File: config.mk
export PLATFORM = sky130hd
export DESIGN_NAME = platform_scroller
export DESIGN_NICKNAME = d
export VERILOG_FILES = /design/src/rtl/platform_scroller.sv
export SDC_FILE = /design/constraint.sdc
export NUM_CORES = 1
export LEC_CHECK = 0
export ABC_AREA = 0
export CAP_MARGIN = 20
export CORE_AREA = 4 4 211 213
export DETAILED_ROUTE_END_ITERATION = 12
export DIE_AREA = 0 0 215 217
export PLACE_DENSITY = 0.63
export SLEW_MARGIN = 20
export SYNTH_ARGS = -nofsm -noshare
export SYNTH_HDL_FRONTEND = slang
export SYNTH_SLANG_ARGS = --single-unit
File: constraint.sdc
create_clock -name Clk -period 5 [get_ports Clk]
set_input_delay 1 -clock Clk [delete_from_list [all_inputs] [get_ports Clk]]
set_output_delay 1 -clock Clk [all_outputs]
set_load 0.03 [all_outputs]
File: src/rtl/platform_scroller.sv
// Sixteen-entry platform table: lays out an initial field on load and scrolls
// every platform down per frame, re-spawning those that fall off the bottom.
module platform_scroller #(
    parameter logic [8:0]  PLAT_SIZE_X  = 9'd20,
    parameter logic [8:0]  PLAT_SIZE_Y  = 9'd3,
    parameter logic [9:0]  SCREEN_Y_MAX = 10'd479,
    parameter logic [8:0]  LOAD_Y0      = 9'd460,
    parameter logic [8:0]  LOAD_DY      = 9'd28,
    parameter logic [15:0] LFSR_SEED    = 16'hACE1
) (
    input  logic         Clk,
    input  logic         Reset,
    input  logic         frame_clk,
    input  logic         loadplat,
    input  logic         refresh_en,
    input  logic [7:0]   displacement,
    output logic [143:0] plat_x,
    output logic [143:0] plat_y,
    output logic [8:0]   plat_sizeX,
    output logic [8:0]   plat_sizeY,
    output logic         busy,
    output logic [15:0]  score
);

    localparam logic [1:0] IDLE   = 2'd0;
    localparam logic [1:0] LOAD   = 2'd1;
    localparam logic [1:0] WAIT   = 2'd2;
    localparam logic [1:0] SCROLL = 2'd3;

    localparam logic [15:0] SEED      = (LFSR_SEED == 16'h0000) ? 16'hACE1 : LFSR_SEED;
    localparam logic [9:0]  WRAP_FULL = SCREEN_Y_MAX + 10'd1;
    localparam logic [8:0]  WRAP_SUB  = WRAP_FULL[8:0];

    logic [1:0]  state_r;
    logic [3:0]  idx_r;
    logic        f_q;
    logic [15:0] lfsr_r;
    logic [7:0]  disp_r;
    logic [8:0]  load_y_r;
    logic [15:0] score_r;
    logic        busy_r;
    logic [8:0]  x_r [16];
    logic [8:0]  y_r [16];

    logic        frame_rise_s;
    logic        fb_s;
    logic [15:0] lfsr_next_s;
    logic [8:0]  rand_x_s;
    logic [9:0]  ny_s;
    logic        wrap_s;
    logic [8:0]  wrap_y_s;

    assign frame_rise_s = frame_clk & ~f_q;
    assign fb_s         = lfsr_r[15] ^ lfsr_r[13] ^ lfsr_r[12] ^ lfsr_r[10];
    assign lfsr_next_s  = {lfsr_r[14:0], fb_s};
    assign rand_x_s     = 9'd40 + {1'b0, lfsr_r[7:0]} + {2'b00, lfsr_r[14:8]};
    assign ny_s         = {1'b0, y_r[idx_r]} + {2'b00, disp_r};
    assign wrap_s       = (ny_s > SCREEN_Y_MAX);
    // Low 9 bits of (ny - (SCREEN_Y_MAX+1)) give the overshoot past the bottom.
    assign wrap_y_s     = ny_s[8:0] - WRAP_SUB;

    // Control FSM, LFSR, score and table updates.
    always_ff @(posedge Clk) begin
        if (Reset) begin
            state_r  <= IDLE;
            idx_r    <= 4'd0;
            f_q      <= 1'b0;
            lfsr_r   <= SEED;
            disp_r   <= 8'd0;
            load_y_r <= LOAD_Y0;
            score_r  <= 16'd0;
            busy_r   <= 1'b0;
            for (int i = 0; i < 16; i++) begin
                x_r[i] <= 9'd0;
                y_r[i] <= 9'h1FF;
            end
        end else begin
            f_q <= frame_clk;
            case (state_r)
                IDLE: begin
                    if (loadplat) begin
                        state_r  <= LOAD;
                        idx_r    <= 4'd0;
                        load_y_r <= LOAD_Y0;
                        busy_r   <= 1'b1;
                    end
                end
                LOAD: begin
                    y_r[idx_r] <= load_y_r;
                    load_y_r   <= load_y_r - LOAD_DY;
                    if (idx_r == 4'd0) begin
                        x_r[idx_r] <= 9'd320;
                    end else begin
                        x_r[idx_r] <= rand_x_s;
                        lfsr_r     <= lfsr_next_s;
                    end
                    idx_r <= idx_r + 4'd1;
                    if (idx_r == 4'd15) begin
                        state_r <= WAIT;
                        busy_r  <= 1'b0;
                    end
                end
                WAIT: begin
                    if (loadplat) begin
                        state_r  <= LOAD;
                        idx_r    <= 4'd0;
                        load_y_r <= LOAD_Y0;
                        busy_r   <= 1'b1;
                    end else if (frame_rise_s && refresh_en && (displacement != 8'd0)) begin
                        disp_r  <= displacement;
                        state_r <= SCROLL;
                        idx_r   <= 4'd0;
                        busy_r  <= 1'b1;
                    end
                end
                SCROLL: begin
                    // A load request abandons the scroll before touching this entry.
                    if (loadplat) begin
                        state_r  <= LOAD;
                        idx_r    <= 4'd0;
                        load_y_r <= LOAD_Y0;
                    end else begin
                        if (wrap_s) begin
                            y_r[idx_r] <= wrap_y_s;
                            x_r[idx_r] <= rand_x_s;
                            lfsr_r     <= lfsr_next_s;
                            if (score_r != 16'hFFFF) begin
                                score_r <= score_r + 16'd1;
                            end
                        end else begin
                            y_r[idx_r] <= ny_s[8:0];
                        end
                        idx_r <= idx_r + 4'd1;
                        if (idx_r == 4'd15) begin
                            state_r <= WAIT;
                            busy_r  <= 1'b0;
                        end
                    end
                end
                default: begin
                    state_r <= IDLE;
                    busy_r  <= 1'b0;
                end
            endcase
        end
    end

    for (genvar g = 0; g < 16; g++) begin : g_pack
        assign plat_x[9*g +: 9] = x_r[g];
        assign plat_y[9*g +: 9] = y_r[g];
    end

    assign plat_sizeX = PLAT_SIZE_X;
    assign plat_sizeY = PLAT_SIZE_Y;
    assign busy       = busy_r;
    assign score      = score_r;

endmodule

Word-level counts from Yosys, hierarchy flattened
Memory sizes are Yosys's and may differ from the RTL's. A register that Yosys moved wholly into a read port is not among the register bits.
Cells that the tools add are included.
{"block": "word_totals", "n_memories": 2, "reg_bits": 57, "out_inout_bits": 323, "inputBits": 13, "mem_bits_rw": 288}
{"block": "op_classes", "n_reduce_logical": 14, "n_addsub": 7, "n_eq_ne": 11, "bitwise": 10, "n_lt_le_gt_ge": 1, "n_mux": 58}
{"name": "x_r", "words": 16, "width": 9, "rd": 16, "rd_clocked_by_memory_dff": 0, "wr": 16, "line": "42", "rtl": "logic [8:0] x_r [16];"}
{"name": "y_r", "words": 16, "width": 9, "rd": 17, "rd_clocked_by_memory_dff": 1, "wr": 16, "line": "43", "rtl": "logic [8:0] y_r [16];"}
{"op": "$mux 9", "n": 7}
{"op": "$mux 16", "n": 3}
{"op": "$mux 4", "n": 8}
{"op": "$pmux 16 s2", "n": 1}
{"op": "$mux 1", "n": 30}
{"op": "$pmux 9 s2", "n": 1}
{"op": "$reduce_or 9->1", "n": 2}
{"op": "$add 16x1->16 const B", "n": 1}
{"op": "$ne 16x16->1 const B", "n": 1}
{"op": "$pmux 4 s4", "n": 1}
{"op": "$add 9x8->10", "n": 1}
{"op": "$gt 10x9->1 const B", "n": 1}
{"op": "$mux 2", "n": 5}
{"op": "$add 6x8->9 const A", "n": 1}
{"op": "$add 9x7->9", "n": 1}
{"op": "$sub 9x5->9 const B", "n": 1}
{"op": "$sub 9x9->9 const B", "n": 1}
{"op": "$ne 2x2->1 const B", "n": 4}
{"op": "$pmux 2 s4", "n": 1}
{"op": "$reduce_and 4->1", "n": 2}
{"op": "$reduce_bool 8->1", "n": 1}
{"op": "$reduce_and 3->1", "n": 2}
{"op": "$add 4x1->4 const B", "n": 1}
{"op": "$eq 2x2->1 const B", "n": 2}
{"op": "other kinds (15)", "n": 22}

Depth between registers and ports, before layout
Gate-level depths: netlist of the first run.
{"block": "logic_depth", "ltp_word": 11, "ltp_mapped": 16, "depth_no_buf": 13}

Worst setup path before layout of the first run
Ideal clock, no wire load.
{"block": "synth_path", "path_type": "register to register", "startpoint": "register with a tool-made name", "endpoint": "memory x_r[0][0], enable pin", "path_buffers": 3, "path_stages_with_launch": 15, "t_required_ns": 4.613, "setup_time_ns": 0.387, "period_less_slack_ns": 5.272, "arrival_ns": 4.884, "path_slack_ns": -0.272, "path_cell_list": "dfxtp_1 buf_4 buf_1 mux4_2 mux4_2 ha_1 fa_1 a21oi_1 a2bb2oi_1 o221ai_1 xnor2_2 nor3_2 nor2_1 buf_2 o21ai_0"}
{"item": "end, declared", "line": "42"}

==> flow_summary.ini, run 1 <==
[route]
detail-route-antenna-nets = 0
drt_first_iter_violations = 995
total_number_of_vias = 11200
detail_route.wl_per_cell_microns = 24.1
postRouteWirelength_mm = 51.8
first_pass_iteration_count_of_the_detailed_router = 5
vias_per_cell = 5.22
drc = 0

[floorplanning]
chipHeight_microns = 217
starting_density_of_the_core = 0.357
core-area_sq_um = 42700
rows = 76
io-pin-count = 336
fp.dieW_microns = 215
die_area_sq_um = 46700

[final_layout]
post_route_cells_drive_above_1_share = 0.135
non_filler_instances = 2151
layout_commonest_cell = sky130_fd_sc_hd__clkdlybuf4s50_1
nNetsFinal = 1619
antenna-diode-count = 0
mostFrequentLayoutCells = sky130_fd_sc_hd__clkdlybuf4s50_1 (316), sky130_fd_sc_hd__edfxtp_1 (288), sky130_fd_sc_hd__nor2_1 (204)
synthToLayoutAreaGrowth_pct = 35.6
post-route-util = 0.484

[sta]
worst_slew_pin_slew_ns = 1.03
worst_slew_margin_rel = 0.310
setup_viol_count_final = 0
final_period_demand_of_the_worst_path_ns = 4.79
final.setup.tns_ns = 0
period_share = 0.958
worst_clock_skew_ns = 0.0200
maxClockFrequency_ghz = 0.209
timing.final.hold_violations = 0
final_setup_margin_ns = 0.208
setup_repair_after_global_routing_missed_its_margin = false
finalMaxSlewViolations = 0

[worst_hold_path]
min_delay_path_depth = 2
worst_hold_startpoint = lfsr_r[3]
worstHoldPathType = reg -> reg
whs_endpoint = lfsr_r[4]

[grt]
grt_antenna_before_repair = 0
grt_first_pass_wirelength_mm = 75.9
grt_pass1_vias = 11400
leftover_overflow_at_the_end_of_global_routing = 0
grt.total_usage = 0.218
grt_max_degree = 54

[setup_path]
critical_path_arrival_ns = 5.09
r2r.worst_path.cells = 14
worst_setup_path_end_kind = flip-flop
worst-endpoint-required_ns = 5.30
cp_max_fo = 15
critical_path.startpoint_type = flip-flop
worst_r2r_endpoint = x_r[0][5]
worst-r2r-setup-slack_ns = 0.21
worstSetupPathType = reg -> reg

[pwr]
power.leakage_nw = 6.83
irDropWorstVdd_mv = 0.283
power_density_nw_per_um2 = 325

[placed_design]
pre_cts_ws_ns = 0.266
gp_congestion = 0.852
port_buffers = 317
hpwlAfterDp_mm = 38.0
placedCellCount = 2080

[synthesis]
synth-seq-area-share = 0.644
yosys_warns = 0
synth_top_cell_area_share = 0.567
ys_ff_latch = 347
async_flop_share = 0
post_synth_inst_count = 1209
synth_area_leader_cell = sky130_fd_sc_hd__edfxtp_1
cells_taking_the_most_area_after_synthesis = sky130_fd_sc_hd__edfxtp_1 (57%), sky130_fd_sc_hd__dfxtp_1 (7.7%), sky130_fd_sc_hd__mux4_2 (6.6%)
cell_area_after_technology_mapping_sq_um = 15300
synth-edff-count = 288
synth.lib_cells_used.distinct = 65
yosys_most_used_dff = sky130_fd_sc_hd__edfxtp_1
synthesis.area_per_instance_sq_um = 12.6

[status]
status = completed

[clocking]
max-clock-path-buffers = 3
cts_hold_buffers = 0
tritoncts = yes
cts.sinks = 347
cts-buffers-inserted = 39
cts.clk_slew.worst_paths_ns = 0.06
number_of_post_cts_setup_repair_buffers = 0
worst_skew_pair_later_pin_latency_ns = 0.56
clock-root-buffer = sky130_fd_sc_hd__clkbuf_16
clock_tree.htree_level_count = 2
post_cts.resized_instances = 0

[flow_run]
maxCapViolCount = 0
critical path: stages, from the launching register on:
cell,delay (ns)
sky130_fd_sc_hd__dfxtp_2,0.39
sky130_fd_sc_hd__buf_12,0.19
sky130_fd_sc_hd__mux4_2,0.52
sky130_fd_sc_hd__mux4_2,0.49
sky130_fd_sc_hd__ha_1,0.24
sky130_fd_sc_hd__fa_1,0.40
sky130_fd_sc_hd__a21oi_1,0.20
sky130_fd_sc_hd__a2bb2oi_1,0.28
sky130_fd_sc_hd__o221ai_1,0.26
sky130_fd_sc_hd__xnor2_2,0.25
sky130_fd_sc_hd__nor3_2,0.09
sky130_fd_sc_hd__nor2_2,0.66
sky130_fd_sc_hd__buf_4,0.27
sky130_fd_sc_hd__o21ai_1,0.07
sky130_fd_sc_hd__buf_4,0.21
registers in the layout (all words and copies together) (netlist names), named ones only:
register  cells
busy          1
disp_r        8
f_q           1
idx_r         4
lfsr_r       16
load_y_r      7
score        16
state_r       2
x_r         144
y_r         144
power breakdown:
| group | internal, mW | leakage (nW) | total (mW) | switching, mW |
|---|---|---|---|---|
| logic | 0.201 | 3.24 | 0.601 | 0.399 |
| registers | 3.18 | 2.96 | 3.21 | 0.0338 |
| clock network | 1.73 | 0.633 | 2.90 | 1.18 |
final cells by class:
| type | count | area [sq um] |
|---|---|---|
| clock buffers | 51 | 1070 |
| clock inverters | 20 | 215 |
| fillers | 3742 | 22000 |
| inverters | 25 | 93.8 |
| multi-input cells | 764 | 4970 |
| flip-flops and latches | 347 | 9830 |
| well taps | 546 | 683 |
| repair buffers | 398 | 3810 |
how the worst max path moves through the flow:
stage,slack [ns],start,to,depth (start not counted)
floorplan,0.17,flip-flop,x_r[15][0],13
global placement,0.05,flip-flop,x_r[0][7],14
detailed placement,0.27,flip-flop,x_r[0][5],14
CTS,0.27,flip-flop,x_r[0][7],14
global route,0.03,flip-flop,x_r[3][8],14
finish,0.21,flip-flop,x_r[0][5],14
cells in the mapped netlist, types with 15 or more instances:
library cell	n
sky130_fd_sc_hd__clkbuf_1	43
sky130_fd_sc_hd__nor3_1	23
sky130_fd_sc_hd__a21oi_1	21
sky130_fd_sc_hd__buf_4	21
sky130_fd_sc_hd__nand3_1	15
sky130_fd_sc_hd__inv_1	24
sky130_fd_sc_hd__ha_1	29
sky130_fd_sc_hd__nand2_1	187
sky130_fd_sc_hd__mux2i_1	27
sky130_fd_sc_hd__mux4_2	45
sky130_fd_sc_hd__dfxtp_1	59
sky130_fd_sc_hd__nor2b_1	17
sky130_fd_sc_hd__nor2_1	205
sky130_fd_sc_hd__edfxtp_1	288
sky130_fd_sc_hd__o21ai_0	45
logic make-up after synthesis:
group	synth area share
xor gates and xnor gates	0.00738
other	0.000492
adders and majority gates	0.0264
buffers and inverters	0.0354
AOI/OAI and AO/OA	0.0565
DFF	0.644
muxes	0.0945
and+or+nand+nor	0.135
routing by layer:
layer | global-route usage | vias to the layer above | routed length (microns)
met1 | 0.266 | 5541 | 19700
met5 | 0 | - | 0
met3 | 0.0855 | 72 | 6250
met4 | 0.0676 | 0 | 1340
li1 | - | 5044 | -
met2 | 0.360 | 563 | 24500
per-stage QoR:
stage | instance area (sq um) | hold WS (ns) | total power [mW]
finish | 20700 | 0.481 | 6.72
global route | 20700 | 0.515 | 6.93
CTS | 20700 | 0.483 | 6.76
detailed placement | 19400 | 0.459 | 3.88
global placement | 19400 | 0.455 | 3.87
floorplan | 15300 | 0.448 | 3.62
(Power assumes the default switching activity.)
==> run 2: changes to the inputs <==
--- a/config.mk
+++ b/config.mk
@@ -10,7 +10,7 @@
 export CORE_AREA = 4 4 211 213
 export DETAILED_ROUTE_END_ITERATION = 12
 export DIE_AREA = 0 0 215 217
-export PLACE_DENSITY = 0.63
+export PLACE_DENSITY = 0.7
 export SLEW_MARGIN = 20
 export SYNTH_ARGS = -nofsm -noshare
 export SYNTH_HDL_FRONTEND = slang
==> run 2 against run 1 <==
Against the previous run: sequential power hardly changed; total power is 2.5% lower; wire length is 3.1% lower; largest power group unchanged; largest cell class unchanged; critical path depth is 2 lower; critical path type unchanged; register-to-register slack better by 0.11 ns; global-route usage is 0.88 points lower; clock skew is 0.0078 ns higher.
==> flow_summary.ini, run 2 (synthesized netlist as in run 1, its figures left out) <==
[status]
status = completed

[route]
postRouteWirelength_mm = 50.2
detail-route-antenna-nets = 0
highest-signal-layer = met4
dr_wl_met3_mm = 6.49
vias_per_cell = 5.27
detail_route.wl_per_cell_microns = 23.4
wl_met1_mm = 18.5
drt_first_iter_violations = 1023
drc = 0
wl_met2_mm = 23.6
total_number_of_vias = 11300
first_pass_iteration_count_of_the_detailed_router = 6

[clocking]
worst_skew_pair_later_pin_latency_ns = 0.57
tritoncts = yes
cts.sinks = 347
clock_tree.htree_level_count = 2
max-clock-path-buffers = 3
cts-buffers-inserted = 39
cts.clk_slew.worst_paths_ns = 0.06
clock-root-buffer = sky130_fd_sc_hd__clkbuf_16

[sta]
setup_viol_count_final = 0
timing.final.hold_violations = 0
final.setup.tns_ns = 0
worst_clock_skew_ns = 0.0278
maxClockFrequency_ghz = 0.214
finalMaxSlewViolations = 0
worst_slew_margin_rel = 0.288
final_period_demand_of_the_worst_path_ns = 4.68
period_share = 0.937
holdWs_ns = 0.477
setup_repair_after_global_routing_missed_its_margin = false
final_setup_margin_ns = 0.317
worst_slew_pin_slew_ns = 1.07

[setup_path]
critical_path_arrival_ns = 5.16
worstSetupPathType = reg -> reg
cp_max_fo = 12
worst_setup_path_end_kind = flip-flop
worst-endpoint-required_ns = 5.47
critical_path.startpoint_type = flip-flop

[floorplanning]
chipHeight_microns = 217
die_area_sq_um = 46700
fp.dieW_microns = 215
starting_density_of_the_core = 0.357
core-area_sq_um = 42700
rows = 76
io-pin-count = 336

[final_layout]
post_route_cells_drive_above_1_share = 0.130
mostFrequentLayoutCells = sky130_fd_sc_hd__clkdlybuf4s50_1 (316), sky130_fd_sc_hd__edfxtp_1 (288), sky130_fd_sc_hd__nor2_1 (205)
post-route-util = 0.481
layout.cell_area.non_filler_sq_um = 20500
antenna-diode-count = 0
layout_commonest_cell = sky130_fd_sc_hd__clkdlybuf4s50_1
synthToLayoutAreaGrowth_pct = 34.7
nNetsFinal = 1618
top_regs = x_r x144, y_r x144
layout.filler_cells = 3690

[grt]
grt.total_usage = 0.209
grt_first_pass_wirelength_mm = 72.9
grt_antenna_before_repair = 1
grt_max_degree = 54
leftover_overflow_at_the_end_of_global_routing = 0
grt_pass1_vias = 11300

[placed_design]
pre_cts_ws_ns = 0.245
gp_congestion = 0.879
postPlaceCellArea_sq_um = 19300
hpwlAfterDp_mm = 36.8
port_buffers = 317

[pwr]
power_density_nw_per_um2 = 319
power.leakage_nw = 6.78
irDropWorstVdd_mv = 0.236

[worst_hold_path]
worstHoldPathType = reg -> reg
worst_hold_startpoint = lfsr_r[11]

[flow_run]
maxCapViolCount = 0
==> run 2: report_power, final <==
group / switching [mW] / total, mW / internal, mW
registers: 0.0366 / 3.22 / 3.18
clock network: 1.17 / 2.74 / 1.57
logic: 0.391 / 0.590 / 0.199
total: 1.60 / 6.55 / 4.95
==> run 2: path summary, 6_finish.rpt <==
check                                  end  slack (ns)  cells after the start
worst max-delay path            lfsr_r[11]        0.32                     12
worst min-delay path            lfsr_r[12]        0.48                      2
worst max register to register  lfsr_r[11]        0.32                     12
worst min register to register  lfsr_r[12]        0.48                      2
==> run 2: stage by stage <==
stage / total power [mW] / instances
global placement: 3.86 / 2079
floorplan: 3.62 / 1225
CTS: 6.59 / 2148
global route: 6.76 / 2148
detailed placement: 3.86 / 2079
finish: 6.55 / 2148
==> run 2: repair_timing <==
action	in CTS	in global routing
setup endpoints to repair	0	160
gates resized for setup	0	2
hold buffers	0	0
setup buffers	0	0
==> run 2: worst max-delay path, stage by stage, from the launching register on <==
cell                        delay [ns]
sky130_fd_sc_hd__dfxtp_4          0.47
sky130_fd_sc_hd__buf_4            0.29
sky130_fd_sc_hd__mux4_2           0.53
sky130_fd_sc_hd__mux4_2           0.55
sky130_fd_sc_hd__ha_1             0.31
sky130_fd_sc_hd__a211oi_1         0.51
sky130_fd_sc_hd__nor2_1           0.18
sky130_fd_sc_hd__o211a_1          0.31
sky130_fd_sc_hd__o21ai_2          0.16
sky130_fd_sc_hd__buf_4            0.18
sky130_fd_sc_hd__a2bb2oi_1        0.24
sky130_fd_sc_hd__o31a_1           0.60
sky130_fd_sc_hd__mux2i_1          0.26
==> run 2: layout make-up <==
cell class              instances  area, sq um  area share
clock buffers                  45         1020      0.0496
clock inverters                24          193     0.00938
inverters                      25         93.8     0.00457
multi-input cells             764         4950       0.241
flip-flops and latches        347         9830       0.479
well taps                     546          683      0.0333
repair buffers                397         3770       0.184
==> run 2: layer usage <==
layer,vias up,track usage
li1,5053,-
met1,5492,0.256
met2,696,0.342
met3,87,0.0787
met4,0,0.0756
met5,-,0
==> run 3: changes to the inputs <==
--- a/config.mk
+++ b/config.mk
@@ -8,6 +8,7 @@
 export ABC_AREA = 0
 export CAP_MARGIN = 20
 export CORE_AREA = 4 4 211 213
+export CTS_CLUSTER_SIZE = 8
 export DETAILED_ROUTE_END_ITERATION = 12
 export DIE_AREA = 0 0 215 217
 export PLACE_DENSITY = 0.7
==> run 3 against run 2 <==
Against the previous run: worst hold slack lost 0.0012 ns; maximum frequency hardly changed; clock power grew 13%; cell count rose by 1.0%; clock skew decreased by 0.011 ns; clock-buffer cell count grew 44; via count rose by 1.0%; register-to-register slack hardly changed; sequential share of layout area is 0.51 points lower; largest power group unchanged.
==> flow_summary.ini, run 3 (synthesized netlist as in run 1, its figures left out) <==
[grt]
grt_antenna_before_repair = 0
grt.total_usage = 0.212
grt_pass1_vias = 11400
grt_first_pass_wirelength_mm = 74.2
leftover_overflow_at_the_end_of_global_routing = 0
grt_max_degree = 54

[floorplanning]
die_area_sq_um = 46700
rows = 76
starting_density_of_the_core = 0.357
chipHeight_microns = 217
io-pin-count = 336
core-area_sq_um = 42700
fp.dieW_microns = 215

[clocking]
post_cts.resized_instances = 0
number_of_post_cts_setup_repair_buffers = 0
tritoncts = yes
clock-root-buffer = sky130_fd_sc_hd__clkbuf_16
cts_hold_buffers = 0
cts-buffers-inserted = 49
cts.clk_slew.worst_paths_ns = 0.05
max-clock-path-buffers = 3
worst_skew_pair_later_pin_latency_ns = 0.57
cts.sinks = 347
clock_tree.htree_level_count = 2

[final_layout]
nNetsFinal = 1628
mostFrequentLayoutCells = sky130_fd_sc_hd__clkdlybuf4s50_1 (316), sky130_fd_sc_hd__edfxtp_1 (288), sky130_fd_sc_hd__nor2_1 (205)
non_filler_instances = 2170
top_regs = x_r x144, y_r x144
layout_commonest_cell = sky130_fd_sc_hd__clkdlybuf4s50_1
post_route_cells_drive_above_1_share = 0.127
layout.filler_cells = 3679
antenna-diode-count = 0
synthToLayoutAreaGrowth_pct = 36.1

[sta]
period_share = 0.937
final_period_demand_of_the_worst_path_ns = 4.68
worst_slew_pin_slew_ns = 1.09
maxClockFrequency_ghz = 0.214
worst_clock_skew_ns = 0.0169
worst_slew_margin_rel = 0.270
final.setup.tns_ns = 0
setup_viol_count_final = 0
setup_repair_after_global_routing_missed_its_margin = false
final_setup_margin_ns = 0.317
timing.final.hold_violations = 0
holdWs_ns = 0.476
finalMaxSlewViolations = 0

[route]
total_number_of_vias = 11400
vias_per_cell = 5.27
first_pass_iteration_count_of_the_detailed_router = 7
detail-route-antenna-nets = 0
postRouteWirelength_mm = 50.5
detail_route.wl_per_cell_microns = 23.3
drc = 0
drt_first_iter_violations = 1052

[setup_path]
worst_setup_path_end_kind = flip-flop
worstSetupPathType = reg -> reg
critical_path.startpoint_type = flip-flop
worst-endpoint-required_ns = 5.32
critical_path_arrival_ns = 5.00
cp_max_fo = 15

[status]
status = completed

[worst_hold_path]
worstHoldPathType = reg -> reg

[pwr]
totalPowerFinal_mw = 6.91
power_density_nw_per_um2 = 333
irDropWorstVdd_mv = 0.307
power.leakage_nw = 6.87

[flow_run]
maxCapViolCount = 0

[placed_design]
placedCellCount = 2079
pre_cts_ws_ns = 0.245
port_buffers = 317
gp_congestion = 0.879
hpwlAfterDp_mm = 36.8
## run 3: changes by cell type in the layout (fill, tap and decap cells not counted), sizes merged
cell,change
bufinv,-2
clkbuf,+44
clkinv,-16
clkinvlp,-3
inv,-1
## run 3: critical path, stage by stage, from the launching register on
cell	delay, ns
sky130_fd_sc_hd__dfxtp_4	0.47
sky130_fd_sc_hd__buf_4	0.29
sky130_fd_sc_hd__mux4_2	0.53
sky130_fd_sc_hd__mux4_2	0.55
sky130_fd_sc_hd__ha_1	0.31
sky130_fd_sc_hd__a211oi_1	0.51
sky130_fd_sc_hd__nor2_1	0.18
sky130_fd_sc_hd__o211a_1	0.31
sky130_fd_sc_hd__o21ai_2	0.16
sky130_fd_sc_hd__o22ai_1	0.16
sky130_fd_sc_hd__nor2_1	0.30
sky130_fd_sc_hd__buf_6	0.26
sky130_fd_sc_hd__o21ai_0	0.15
sky130_fd_sc_hd__buf_4	0.23
## run 3: where the power goes
| part | internal, mW | switching [mW] |
|---|---|---|
| registers | 3.19 | 0.0364 |
| clock network | 1.89 | 1.21 |
| logic | 0.199 | 0.392 |
| total | 5.28 | 1.64 |
## run 3: layout make-up
class / instances / area (sq um) / share of cell area
clock inverter: 2 / 13.8 / 0.000663
inverter: 25 / 93.8 / 0.00452
sequential: 347 / 9830 / 0.474
multi-input combinational: 764 / 4950 / 0.238
timing repair buffer: 397 / 3770 / 0.182
tap: 546 / 683 / 0.0329
clock buffer: 89 / 1420 / 0.0683
## run 3: worst paths after layout
path	cells after the start	slack, ns	startpoint	end
hold reg to reg	2	0.48	lfsr_r[11]	lfsr_r[12]
setup / recovery	13	0.32	flip-flop	x_r[15][4]
hold / removal	2	0.48	lfsr_r[11]	lfsr_r[12]
setup reg to reg	13	0.32	flip-flop	x_r[15][4]
## run 3: metal layers
metal | routed length (microns) | vias up | global-route usage
met5 | 0 | - | 0
met4 | 1660 | 0 | 0.0786
met3 | 6220 | 93 | 0.0792
met2 | 23800 | 707 | 0.345
met1 | 18900 | 5569 | 0.260
li1 | - | 5074 | -
## run 3: metrics by stage
stage | cell area, sq um | utilization
detailed placement | 19300 | 0.453
CTS | 20800 | 0.486
floorplan | 15300 | -
global placement | 19300 | 0.453
global route | 20800 | 0.486
finish | 20800 | 0.486
==> patch: new RTL, config.mk and constraints of run 1 <==
Set the parameter `LOAD_Y0` to 9'd256 (it was 9'd460).
--- a/src/rtl/platform_scroller.sv
+++ b/src/rtl/platform_scroller.sv
@@ -4,7 +4,7 @@
     parameter logic [8:0]  PLAT_SIZE_X  = 9'd20,
     parameter logic [8:0]  PLAT_SIZE_Y  = 9'd3,
     parameter logic [9:0]  SCREEN_Y_MAX = 10'd479,
-    parameter logic [8:0]  LOAD_Y0      = 9'd460,
+    parameter logic [8:0]  LOAD_Y0      = 9'd256,
     parameter logic [8:0]  LOAD_DY      = 9'd28,
     parameter logic [15:0] LFSR_SEED    = 16'hACE1
 ) (
Check against the original RTL: not settled (the Yosys comparison gave no result); the edit may change what the design does.
==> patch against run 1 <==
Cell area is 0.39% higher; sequential cell count stayed put; wire length decreased by 4.9%; setup slack about the same; synthesized area is 1.6% higher; power is 0.91% lower; global-route usage is 1.4 points lower; largest cell class unchanged.
==> patch: results (changes against run 1) <==
stage,metric,value,unit,change
status,status,finished clean,,
grt,grt_max_degree,89,,+65%
setup_path,rrSetupSlack,0.21,ns,about the same
cts,htree_levels,2,,unchanged
sta,tightestPinTransition,0.974,ns,-0.0574 ns
setup_path,crit_path_end,x_r[11][6],,
final_layout,fillers,3776,,+0.91%
setup_path,r2r_cells,12,,-2
final_layout,largest_registers,"x_r x144, y_r x144",,
route,drtIter0Drc,824,,-17%
synthesis,synth_area_leaders,"edfxtp_1 56%, dfxtp_1 7.6%, mux4_2 6.5%, nand2_1 3.9%, nor2_1 3.3%",,
route,routed_wl,49300,um,-4.9%
place,gp_congestion,0.899,,+5.5%
synthesis,synth-adder-area-share,0.0260,,-0.000414
setup_path,crit_fanout,20,,+5
synthesis,ys_types,68,,+4.6%
final_layout,n_antenna_cell,0,,unchanged
place,place_ws,0.0893,ns,-0.177 ns
synthesis,synth_compound_area_frac,0.0553,,-0.00121
place,dp_hpwl,35900,um,-5.5%
synthesis,synth_edf_count,288,,unchanged
final_layout,final_nets,1607,,-0.74%
cts,cts_hold_buf,0,,unchanged
cts,cts_made_buffers,38,,-2.6%
power,irDropWorstVdd,0.000198,V,-30%
place,place_area,19500,um2,+0.61%
cts,clk-insertion-delay-late,0.57,ns,
grt,grt_pass1_wl,72500,um,-4.4%
cts,cts_setup_buffers,0,,unchanged
synthesis,yosys.area_share.xor_xnor,0.00735,,-0.0000349
place,port_buffers,317,,unchanged
final_layout,drive_above_1_share,0.144,,+0.00927
setup_path,criticalPathCategory,reg -> reg,,
route,first_pass_iters,7,,+2
synthesis,avgSynthCellArea,12.7,um2,+0.92%
worst_hold_path,hold_path_class,reg -> reg,,
synthesis,muxShareOfSynthArea,0.0811,,-0.0133
route,routedWlPerCell,23.1,um,-4.3%
power,switchingPower,1.62,mW,+0.87%
sta,fin_skew,0.0357,ns,+0.0157 ns
grt,grt_pass1_vias,11270,,-1.2%
grt,grt_usage,0.204,,-0.0136
synthesis,seq_area_frac_synth,0.634,,-0.0101
synthesis,async_flop_share,0,,unchanged
synthesis,synthTopCellsByCount,"288 x edfxtp_1, 163 x nand2_1, 136 x nor2_1, 62 x nor3_1, 59 x dfxtp_1",,
cts,cts_root_buf,clkbuf_16,,
sta,layout_worst_path_cycle_share,0.959,,about the same
power,p_leak,6.63,nW,-3.0%
route,routed_via_density,5.35,,+2.5%
final_layout,area_growth,34.0,%,
cts,cts.reportedPaths.clkPinSlew,0.06,ns,about the same
place,placedCellCount,2069,,-0.53%
setup_path,crit_arrival,5.06,ns,-0.03 ns
==> patch: cell types whose count changed after synthesis, sizes merged, moves of 15 or more <==
cell | before | now
o21ai | 49 | 28
a21oi | 21 | 44
nor3 | 25 | 85
or2 | 1 | 16
nor2 | 205 | 136
nand2 | 187 | 163
==> patch: what timing repair did <==
action,CTS,global route
endpoints found under the hold margin,0,0
gates resized for setup,0,3
setup endpoints to repair,0,209
==> patch: stage by stage <==
stage | total power [mW] | setup TNS, ns
2_1_floorplan | 3.67 | 0
5_1_grt | 6.87 | -0.0118
3_3_place_gp | 3.91 | 0
6_report | 6.66 | 0
3_5_place_dp | 3.92 | 0
4_1_cts | 6.70 | 0
==> patch: area by class of cell <==
type | instances | area share
Clock buffer | 49 | 0.0498
Inverter | 30 | 0.00542
Sequential cell | 347 | 0.473
Timing Repair Buffer | 386 | 0.180
Tap cell | 546 | 0.0329
Multi-Input combinational cell | 760 | 0.249
Clock inverter | 20 | 0.00964
==> patch: worst min path at each step <==
stage                    start          to  slack, ns  cells past startpoint
CTS                       busy        busy       0.48                      2
finish                    busy        busy       0.49                      2
detailed placement        busy        busy       0.47                      2
global route              busy        busy       0.50                      2
global placement          busy        busy       0.46                      2
floorplan           lfsr_r[14]  lfsr_r[14]       0.46                      2
==> patch: logic make-up (layout without fill, tap and decap cells) <==
family,Yosys count,after routing
xor gates and xnor gates,10,10
other,2,18
adders and majority gates,31,31
DFF,347,347
and+or+nand+nor,502,502
muxes,69,69
buffers and inverters,126,485
AOI/OAI and AO/OA,130,130
==> patch: metal layers <==
layer / wire (um) / global-route usage / up-vias
met1: 19700 / 0.266 / 5642
met5: 0 / 0 / -
met3: 4800 / 0.0584 / 73
met2: 23800 / 0.341 / 617
li1: - / - / 5103
met4: 991 / 0.0483 / 0
==> patch: critical path: stages (launching register included) <==
cell and delay [ns]:
dfxtp_2 0.34, buf_12 0.19, mux4_2 0.58, mux4_2 0.50, ha_1 0.24, fa_1 0.44
a211oi_2 0.31, o21bai_1 0.14, a41o_1 0.35, xnor2_2 0.26, a221oi_4 0.15, nor3_4 0.82
nor3_1 0.15
==> patch: power groups by stage <==
stage | logic, mW | clock network (mW) | registers (mW)
floorplan | 0.286 | 0 | 3.38
global placement | 0.628 | 0 | 3.29
detailed placement | 0.636 | 0 | 3.29
CTS | 0.638 | 2.84 | 3.23
global route | 0.674 | 2.96 | 3.23
finish | 0.636 | 2.80 | 3.22
